### src/rtl/wb_queued_master_if.sv
// rtl/wb_queued_master_if.sv - Wishbone bus, command and response signals of the queued master
interface wb_queued_master_if #(
    parameter int DATA_WL   = 16,
    parameter int ADR_WL    = 16,
    parameter int CMD_DEPTH = 4
);
    localparam int SEL_WL = DATA_WL / 8;
    localparam int LVL_WL = $clog2(CMD_DEPTH) + 1;

    logic                wb_ack_i;
    logic                wb_err_i;
    logic [DATA_WL-1:0]  wb_dat_i;
    logic                wb_cyc_o;
    logic                wb_stb_o;
    logic                wb_we_o;
    logic [SEL_WL-1:0]   wb_sel_o;
    logic [ADR_WL-1:0]   wb_adr_o;
    logic [DATA_WL-1:0]  wb_dat_o;

    logic                cmd_valid_i;
    logic                cmd_ready_o;
    logic                cmd_we_i;
    logic [SEL_WL-1:0]   cmd_sel_i;
    logic [ADR_WL-1:0]   cmd_addr_i;
    logic [DATA_WL-1:0]  cmd_data_i;

    logic                rsp_valid_o;
    logic [DATA_WL-1:0]  rsp_data_o;
    logic                rsp_err_o;
    logic                rsp_timeout_o;
    logic                busy_o;
    logic [LVL_WL-1:0]   level_o;

    modport master (
        input  wb_ack_i, wb_err_i, wb_dat_i,
        output wb_cyc_o, wb_stb_o, wb_we_o, wb_sel_o, wb_adr_o, wb_dat_o,
        input  cmd_valid_i, cmd_we_i, cmd_sel_i, cmd_addr_i, cmd_data_i,
        output cmd_ready_o,
        output rsp_valid_o, rsp_data_o, rsp_err_o, rsp_timeout_o, busy_o, level_o
    );

    modport slave (
        output wb_ack_i, wb_err_i, wb_dat_i,
        input  wb_cyc_o, wb_stb_o, wb_we_o, wb_sel_o, wb_adr_o, wb_dat_o,
        output cmd_valid_i, cmd_we_i, cmd_sel_i, cmd_addr_i, cmd_data_i,
        input  cmd_ready_o,
        input  rsp_valid_o, rsp_data_o, rsp_err_o, rsp_timeout_o, busy_o, level_o
    );
endinterface

### src/rtl/wb_queued_master.sv
// rtl/wb_queued_master.sv - Wishbone classic master executing queued commands back-to-back
module wb_queued_master #(
    parameter int DATA_WL   = 16,
    parameter int ADR_WL    = 16,
    parameter int CMD_DEPTH = 4,
    parameter int TIMEOUT   = 255
) (
    input  logic               clk,
    input  logic               a_reset_l,
    wb_queued_master_if.master bus
);
    localparam int SEL_WL    = DATA_WL / 8;
    localparam int PTR_WL    = $clog2(CMD_DEPTH);
    localparam int LVL_WL    = PTR_WL + 1;
    localparam int ENT_WL    = 1 + SEL_WL + ADR_WL + DATA_WL;
    localparam int CNT_WL    = (TIMEOUT > 1) ? $clog2(TIMEOUT) : 1;
    localparam int TO_LAST_I = (TIMEOUT > 0) ? TIMEOUT - 1 : 0;
    localparam logic [CNT_WL-1:0] TO_LAST = CNT_WL'(TO_LAST_I);

    typedef enum logic {S_IDLE, S_ACTIVE} state_t;

    state_t              r_state, w_state_nxt;
    logic [ENT_WL-1:0]   r_mem [CMD_DEPTH];
    logic [PTR_WL-1:0]   r_wr_ptr, r_rd_ptr;
    logic [LVL_WL-1:0]   r_level;

    logic                r_cyc, r_stb, r_we;
    logic [SEL_WL-1:0]   r_sel;
    logic [ADR_WL-1:0]   r_adr;
    logic [DATA_WL-1:0]  r_dat;
    logic [CNT_WL-1:0]   r_cnt;
    logic                r_rsp_valid, r_rsp_err, r_rsp_timeout;
    logic [DATA_WL-1:0]  r_rsp_data;

    logic                w_cyc_nxt, w_stb_nxt, w_we_nxt;
    logic [SEL_WL-1:0]   w_sel_nxt;
    logic [ADR_WL-1:0]   w_adr_nxt;
    logic [DATA_WL-1:0]  w_dat_nxt;
    logic [CNT_WL-1:0]   w_cnt_nxt;
    logic                w_rsp_valid_nxt, w_rsp_err_nxt, w_rsp_timeout_nxt;
    logic [DATA_WL-1:0]  w_rsp_data_nxt;

    logic                w_empty, w_full, w_push, w_pop, w_to_hit, w_to_term;
    logic [ENT_WL-1:0]   w_head;

    assign w_empty  = (r_level == '0);
    assign w_full   = (r_level == LVL_WL'(CMD_DEPTH));
    assign w_push   = bus.cmd_valid_i && !w_full;
    assign w_head   = r_mem[r_rd_ptr];
    assign w_to_hit = (TIMEOUT != 0) && (r_cnt == TO_LAST);

    always_ff @(posedge clk) begin
        if (w_push)
            r_mem[r_wr_ptr] <= {bus.cmd_we_i, bus.cmd_sel_i, bus.cmd_addr_i, bus.cmd_data_i};
    end

    always_comb begin
        w_state_nxt       = r_state;
        w_cyc_nxt         = r_cyc;
        w_stb_nxt         = r_stb;
        w_we_nxt          = r_we;
        w_sel_nxt         = r_sel;
        w_adr_nxt         = r_adr;
        w_dat_nxt         = r_dat;
        w_cnt_nxt         = r_cnt;
        w_rsp_valid_nxt   = 1'b0;
        w_rsp_err_nxt     = r_rsp_err;
        w_rsp_timeout_nxt = r_rsp_timeout;
        w_rsp_data_nxt    = r_rsp_data;
        w_pop             = 1'b0;
        w_to_term         = 1'b0;
        case (r_state)
            S_IDLE: begin
                w_cyc_nxt = 1'b0;
                w_stb_nxt = 1'b0;
                w_we_nxt  = 1'b0;
                if (!w_empty)
                    w_pop = 1'b1;
            end
            S_ACTIVE: begin
                w_to_term = !bus.wb_err_i && !bus.wb_ack_i && w_to_hit;
                if (bus.wb_err_i || bus.wb_ack_i || w_to_term) begin
                    w_rsp_valid_nxt = 1'b1;
                    if (bus.wb_err_i) begin
                        w_rsp_err_nxt     = 1'b1;
                        w_rsp_timeout_nxt = 1'b0;
                        w_rsp_data_nxt    = '0;
                    end else if (bus.wb_ack_i) begin
                        w_rsp_err_nxt     = 1'b0;
                        w_rsp_timeout_nxt = 1'b0;
                        w_rsp_data_nxt    = r_we ? '0 : bus.wb_dat_i;
                    end else begin
                        w_rsp_err_nxt     = 1'b1;
                        w_rsp_timeout_nxt = 1'b1;
                        w_rsp_data_nxt    = '0;
                    end
                    // A timed-out slave gets at least one idle cycle with cyc low
                    if (!w_empty && !w_to_term) begin
                        w_pop = 1'b1;
                    end else begin
                        w_cyc_nxt   = 1'b0;
                        w_stb_nxt   = 1'b0;
                        w_we_nxt    = 1'b0;
                        w_state_nxt = S_IDLE;
                    end
                end else begin
                    w_cnt_nxt = r_cnt + CNT_WL'(1);
                end
            end
            default: w_state_nxt = S_IDLE;
        endcase
        if (w_pop) begin
            {w_we_nxt, w_sel_nxt, w_adr_nxt, w_dat_nxt} = w_head;
            w_cyc_nxt   = 1'b1;
            w_stb_nxt   = 1'b1;
            w_cnt_nxt   = '0;
            w_state_nxt = S_ACTIVE;
        end
    end

    always_ff @(posedge clk or negedge a_reset_l) begin
        if (!a_reset_l) begin
            r_state       <= S_IDLE;
            r_wr_ptr      <= '0;
            r_rd_ptr      <= '0;
            r_level       <= '0;
            r_cyc         <= 1'b0;
            r_stb         <= 1'b0;
            r_we          <= 1'b0;
            r_sel         <= '0;
            r_adr         <= '0;
            r_dat         <= '0;
            r_cnt         <= '0;
            r_rsp_valid   <= 1'b0;
            r_rsp_err     <= 1'b0;
            r_rsp_timeout <= 1'b0;
            r_rsp_data    <= '0;
        end else begin
            r_state       <= w_state_nxt;
            r_cyc         <= w_cyc_nxt;
            r_stb         <= w_stb_nxt;
            r_we          <= w_we_nxt;
            r_sel         <= w_sel_nxt;
            r_adr         <= w_adr_nxt;
            r_dat         <= w_dat_nxt;
            r_cnt         <= w_cnt_nxt;
            r_rsp_valid   <= w_rsp_valid_nxt;
            r_rsp_err     <= w_rsp_err_nxt;
            r_rsp_timeout <= w_rsp_timeout_nxt;
            r_rsp_data    <= w_rsp_data_nxt;
            if (w_push)
                r_wr_ptr <= r_wr_ptr + PTR_WL'(1);
            if (w_pop)
                r_rd_ptr <= r_rd_ptr + PTR_WL'(1);
            case ({w_push, w_pop})
                2'b10:   r_level <= r_level + LVL_WL'(1);
                2'b01:   r_level <= r_level - LVL_WL'(1);
                default: r_level <= r_level;
            endcase
        end
    end

    assign bus.wb_cyc_o      = r_cyc;
    assign bus.wb_stb_o      = r_stb;
    assign bus.wb_we_o       = r_we;
    assign bus.wb_sel_o      = r_sel;
    assign bus.wb_adr_o      = r_adr;
    assign bus.wb_dat_o      = r_dat;
    assign bus.cmd_ready_o   = !w_full;
    assign bus.rsp_valid_o   = r_rsp_valid;
    assign bus.rsp_data_o    = r_rsp_data;
    assign bus.rsp_err_o     = r_rsp_err;
    assign bus.rsp_timeout_o = r_rsp_timeout;
    assign bus.busy_o        = (r_state == S_ACTIVE) || !w_empty;
    assign bus.level_o       = r_level;
endmodule

### src/flat_wrapper.sv
// flat-port wrapper written by rule: the top's interface ports become plain ports
module wb_queued_master_flat 
#(
    parameter int DATA_WL   = 16,
    parameter int ADR_WL    = 16,
    parameter int CMD_DEPTH = 4,
    parameter int TIMEOUT   = 255
)
  (clk, a_reset_l, bus_wb_ack_i, bus_wb_err_i, bus_wb_dat_i, bus_wb_cyc_o, bus_wb_stb_o, bus_wb_we_o, bus_wb_sel_o, bus_wb_adr_o, bus_wb_dat_o, bus_cmd_valid_i, bus_cmd_we_i, bus_cmd_sel_i, bus_cmd_addr_i, bus_cmd_data_i, bus_cmd_ready_o, bus_rsp_valid_o, bus_rsp_data_o, bus_rsp_err_o, bus_rsp_timeout_o, bus_busy_o, bus_level_o);
  wb_queued_master_if #(.DATA_WL(DATA_WL), .ADR_WL(ADR_WL), .CMD_DEPTH(CMD_DEPTH)) bus_i ();
  input  logic clk;
  input  logic a_reset_l;
  input wire logic [$bits(bus_i.wb_ack_i)-1:0] bus_wb_ack_i;
  input wire logic [$bits(bus_i.wb_err_i)-1:0] bus_wb_err_i;
  input wire logic [$bits(bus_i.wb_dat_i)-1:0] bus_wb_dat_i;
  output wire logic [$bits(bus_i.wb_cyc_o)-1:0] bus_wb_cyc_o;
  output wire logic [$bits(bus_i.wb_stb_o)-1:0] bus_wb_stb_o;
  output wire logic [$bits(bus_i.wb_we_o)-1:0] bus_wb_we_o;
  output wire logic [$bits(bus_i.wb_sel_o)-1:0] bus_wb_sel_o;
  output wire logic [$bits(bus_i.wb_adr_o)-1:0] bus_wb_adr_o;
  output wire logic [$bits(bus_i.wb_dat_o)-1:0] bus_wb_dat_o;
  input wire logic [$bits(bus_i.cmd_valid_i)-1:0] bus_cmd_valid_i;
  input wire logic [$bits(bus_i.cmd_we_i)-1:0] bus_cmd_we_i;
  input wire logic [$bits(bus_i.cmd_sel_i)-1:0] bus_cmd_sel_i;
  input wire logic [$bits(bus_i.cmd_addr_i)-1:0] bus_cmd_addr_i;
  input wire logic [$bits(bus_i.cmd_data_i)-1:0] bus_cmd_data_i;
  output wire logic [$bits(bus_i.cmd_ready_o)-1:0] bus_cmd_ready_o;
  output wire logic [$bits(bus_i.rsp_valid_o)-1:0] bus_rsp_valid_o;
  output wire logic [$bits(bus_i.rsp_data_o)-1:0] bus_rsp_data_o;
  output wire logic [$bits(bus_i.rsp_err_o)-1:0] bus_rsp_err_o;
  output wire logic [$bits(bus_i.rsp_timeout_o)-1:0] bus_rsp_timeout_o;
  output wire logic [$bits(bus_i.busy_o)-1:0] bus_busy_o;
  output wire logic [$bits(bus_i.level_o)-1:0] bus_level_o;
  assign bus_i.wb_ack_i = bus_wb_ack_i;
  assign bus_i.wb_err_i = bus_wb_err_i;
  assign bus_i.wb_dat_i = bus_wb_dat_i;
  assign bus_wb_cyc_o = bus_i.wb_cyc_o;
  assign bus_wb_stb_o = bus_i.wb_stb_o;
  assign bus_wb_we_o = bus_i.wb_we_o;
  assign bus_wb_sel_o = bus_i.wb_sel_o;
  assign bus_wb_adr_o = bus_i.wb_adr_o;
  assign bus_wb_dat_o = bus_i.wb_dat_o;
  assign bus_i.cmd_valid_i = bus_cmd_valid_i;
  assign bus_i.cmd_we_i = bus_cmd_we_i;
  assign bus_i.cmd_sel_i = bus_cmd_sel_i;
  assign bus_i.cmd_addr_i = bus_cmd_addr_i;
  assign bus_i.cmd_data_i = bus_cmd_data_i;
  assign bus_cmd_ready_o = bus_i.cmd_ready_o;
  assign bus_rsp_valid_o = bus_i.rsp_valid_o;
  assign bus_rsp_data_o = bus_i.rsp_data_o;
  assign bus_rsp_err_o = bus_i.rsp_err_o;
  assign bus_rsp_timeout_o = bus_i.rsp_timeout_o;
  assign bus_busy_o = bus_i.busy_o;
  assign bus_level_o = bus_i.level_o;
  wb_queued_master #(.DATA_WL(DATA_WL), .ADR_WL(ADR_WL), .CMD_DEPTH(CMD_DEPTH), .TIMEOUT(TIMEOUT)) u_core (.clk(clk), .a_reset_l(a_reset_l), .bus(bus_i));
endmodule
### config.mk
export PLATFORM = sky130hd
export DESIGN_NAME = wb_queued_master_flat
export DESIGN_NICKNAME = d
export VERILOG_FILES = /design/src/rtl/wb_queued_master_if.sv /design/src/rtl/wb_queued_master.sv /design/src/flat_wrapper.sv
export SDC_FILE = /design/constraint.sdc
export NUM_CORES = 1
export LEC_CHECK = 0
export CAP_MARGIN = 20
export CORE_MARGIN = 4
export CORE_UTILIZATION = 38
export CTS_CLUSTER_DIAMETER = 30
export DETAILED_ROUTE_END_ITERATION = 10
export REMOVE_ABC_BUFFERS = 1
export SYNTH_ARGS = -nofsm -noshare
export SYNTH_HDL_FRONTEND = slang
export SYNTH_SLANG_ARGS = --single-unit
### constraint.sdc
create_clock -name clk -period 3.4 [get_ports clk]
set_clock_uncertainty 0.1 [all_clocks]
set_input_delay 0.51 -clock clk [delete_from_list [all_inputs] [get_ports clk]]
set_output_delay 0.51 -clock clk [all_outputs]
set_load 0.01 [all_outputs]
==> flow_summary.json <==
{
  "crit_type": "reg2out",
  "gp_congestion": 0.808,
  "syn_area_um2": 8120,
  "grt-ovfl-total": 0,
  "cp-end-kind": "output port",
  "cts_tree": "yes",
  "ir_worst_vdd_mv": 0.460,
  "die_h_um": 154,
  "worst_slack_ns": 0.663,
  "status": "completed",
  "avgSynthCellArea_um2": 16.3,
  "grt_pass1_wl_mm": 27.6,
  "hpwl_mm": 10.1,
  "cts.sinks": 211,
  "grt_pass1_vias": 5119,
  "finalHoldViolCount": 0,
  "core_um2": 21000,
  "fmax_mhz": 365,
  "detail_route.wirelength_mm": 16.7,
  "clk_pin_slew_ns": 0.05,
  "finalCritPeriodShare_pct": 80.5,
  "antenna_found_initial": 1,
  "yosysTopAreaCellShare_pct": 51.8,
  "drcViolationCount": 0,
  "ys_warn_count": 0,
  "setup_tns_ns": 0,
  "clockRootBuffer": "clkbuf_16",
  "fillers": 1733,
  "antenna_cells": 0,
  "synth_top_cell_by_area": "edfxtp_1",
  "vias_per_cell": 4.81,
  "post_drt_wl_per_cell_um": 17.4,
  "syn_to_final_growth_pct": 36.7,
  "p_per_area_nw_per_um2": 955,
  "ctsResizeCount": 0,
  "timing.hold.ws_ns": 0.0596,
  "ant_nets": 0,
  "nNetsFinal": 712,
  "clockBufferDepth": 3,
  "dp_slack_ns": 0.646,
  "hold_path.class": "in2async",
  "syn_inst": 498,
  "yosysUniqueCellTypes": 38,
  "grt_use_total_pct": 14.5,
  "drive_gt1_share_pct": 19.3,
  "io_buffers": 116,
  "critical_path_required_ns": 2.79,
  "grt_start_max_net_pins": 72,
  "die_w_um": 154,
  "yosys-top-cells-area": "edfxtp_1 52%, dfrtp_1 22%, mux4_2 9.7%, nand2_1 5.8%, mux2i_1 2.0%",
  "start_util_pct": 38.6,
  "maxSlewViolCount": 0,
  "maxSlewHeadroom_pct": 33.8,
  "dr.pass1.iters": 4,
  "die-area_um2": 23800,
  "rows": 53,
  "routed-via-count": 4609,
  "arrival_ns": 2.13,
  "cp_max_fo": 4,
  "cap_violations": 0,
  "io-pin-count": 117,
  "rsz0062_at_grt": "no",
  "synth_top_flop_cell": "edfxtp_1",
  "synth_seq_cells": 211,
  "cts_setup_buffers": 0,
  "htreeDepth": 2,
  "synth_edf_count": 140,
  "clock_latency_ns": 0.52,
  "drt_first_iter_violations": 230,
  "yosysSeqAreaShare_pct": 73.7,
  "finalCriticalPeriod_ns": 2.74,
  "leakage_nw": 4.26,
  "async_flop_share_pct": 33.6,
  "start_kind": "flip-flop",
  "setup_viol": 0,
  "hold_buffers": 0,
  "worst-slew-pin-transition_ns": 0.993,
  "cts_made_buffers": 44
}
power breakdown:
part | leakage [nW] | switching, mW | internal (mW) | total [mW]
clock network | 0.699 | 1.37 | 2.69 | 4.06
logic | 1.39 | 1.27 | 1.39 | 2.66
registers | 2.17 | 0.414 | 3.46 | 3.87
cells in the mapped netlist (2+ instances only):
cell type and n:
and3_1 5, o21ai_0 5, buf_6 2, nand2_1 125
clkbuf_1 3, nand3_1 6, a211oi_1 2, a22o_1 2
mux4_2 35, buf_2 8, xor2_1 2, or3_1 3
inv_1 26, ha_1 7, mux2i_1 16, or4_1 2
a21oi_1 5, buf_4 4, nor2_1 4, o31ai_1 3
xnor2_1 5, buf_1 3, edfxtp_1 140, dfrtp_1 71
layout make-up:
type | count | area [um2] | area share (%)
clock inverter | 30 | 282 | 2.54
inverter | 27 | 101 | 0.914
multi-input combinational | 240 | 1940 | 17.5
tap | 275 | 344 | 3.10
timing repair buffer | 124 | 1280 | 11.5
clock buffer | 52 | 1160 | 10.5
sequential | 211 | 5980 | 53.9
kinds of logic after synthesis:
family                   share of synthesized area, %
adder cells (fa/ha/maj)                          1.33
flip-flops                                       73.7
AO/OA/AOI/OAI                                    1.60
multiplexers                                     11.8
AND/OR/NAND/NOR                                  8.13
XOR/XNOR                                        0.755
buffers and inverters                            2.67
placed cells by master (no fill, tap or decap), types with 4 or more instances in the layout:
| cell | instances |
|---|---|
| dfrtp_1 | 69 |
| mux4_2 | 35 |
| and3_2 | 4 |
| clkbuf_16 | 45 |
| clkbuf_1 | 6 |
| mux2i_1 | 16 |
| nand2_1 | 124 |
| inv_6 | 8 |
| xnor2_1 | 5 |
| o21ai_0 | 5 |
| buf_12 | 5 |
| a21oi_1 | 5 |
| ha_1 | 7 |
| clkinvlp_4 | 5 |
| buf_4 | 4 |
| clkdlybuf4s50_1 | 115 |
| edfxtp_1 | 140 |
| inv_1 | 26 |
| nor2_1 | 4 |
| clkinv_2 | 7 |
| nand3_1 | 6 |
per-layer routing:
| metal | vias up | global-route usage [%] | share of wire [%] |
|---|---|---|---|
| met5 | - | 0 | 0.078 |
| met4 | 2 | 5.51 | 2.0 |
| met3 | 35 | 3.91 | 6.6 |
| met2 | 156 | 23.5 | 48 |
| met1 | 2280 | 18.9 | 43 |
| li1 | 2136 | - | - |
state kept, by name, indices dropped and copies added (netlist names):
| name | cells |
|---|---|
| u_core.bus.rsp_timeout_o | 1 |
| u_core.bus.rsp_data_o | 16 |
| u_core.r_wr_ptr | 2 |
| u_core.bus.level_o | 3 |
| u_core.bus.rsp_err_o | 1 |
| u_core.bus.wb_cyc_o | 1 |
| u_core.r_rd_ptr | 2 |
| u_core.bus.wb_we_o | 1 |
| u_core.bus.wb_adr_o | 16 |
| u_core.r_mem | 140 |
| u_core.r_state | 1 |
| u_core.r_cnt | 8 |
| u_core.bus.wb_dat_o | 16 |
| u_core.bus.rsp_valid_o | 1 |
| u_core.bus.wb_sel_o | 2 |
path summary, 6_finish.rpt:
path | slack, ns | start | cells past startpoint | endpoint
worst max-delay path | 0.66 | u_core.bus.level_o[0]$_DFFE_PN0P_ | 3 | bus_busy_o
worst min register to register | 0.37 | u_core.bus.wb_sel_o[1]$_DFFE_PN0P_ | 2 | u_core.bus.wb_sel_o[1]$_DFFE_PN0P_
worst min-delay path | 0.06 | a_reset_l | 1 | u_core.bus.rsp_data_o[13]$_DFFE_PN0P_
max in group asynchronous | 2.50 | a_reset_l | 1 | u_core.r_rd_ptr[1]$_DFFE_PN0P_
worst max register to register | 1.14 | u_core.bus.level_o[1]$_DFFE_PN0P_ | 10 | u_core.bus.level_o[2]$_DFFE_PN0P_
min in group clk | 0.37 | u_core.bus.wb_sel_o[1]$_DFFE_PN0P_ | 2 | u_core.bus.wb_sel_o[1]$_DFFE_PN0P_
through the flow:
stage | total power, mW | util [%] | std cells | cell area [um2]
after CTS | 10.8 | 52.8 | 959 | 11100
after detailed placement | 6.66 | 45.9 | 877 | 9650
after floorplan | 5.32 | - | 478 | 8000
after global routing | 11.2 | 52.8 | 959 | 11100
final | 10.6 | 52.8 | 959 | 11100
after global placement | 6.59 | 45.9 | 877 | 9650
worst max-delay path, stage by stage, from the launching register on:
cell             delay (ns)
dfrtp_1                0.41
or3_1                  0.44
or2_2                  0.29
clkdlybuf4s50_1        0.48
No activity file was read; power rests on OpenSTA's default activity.
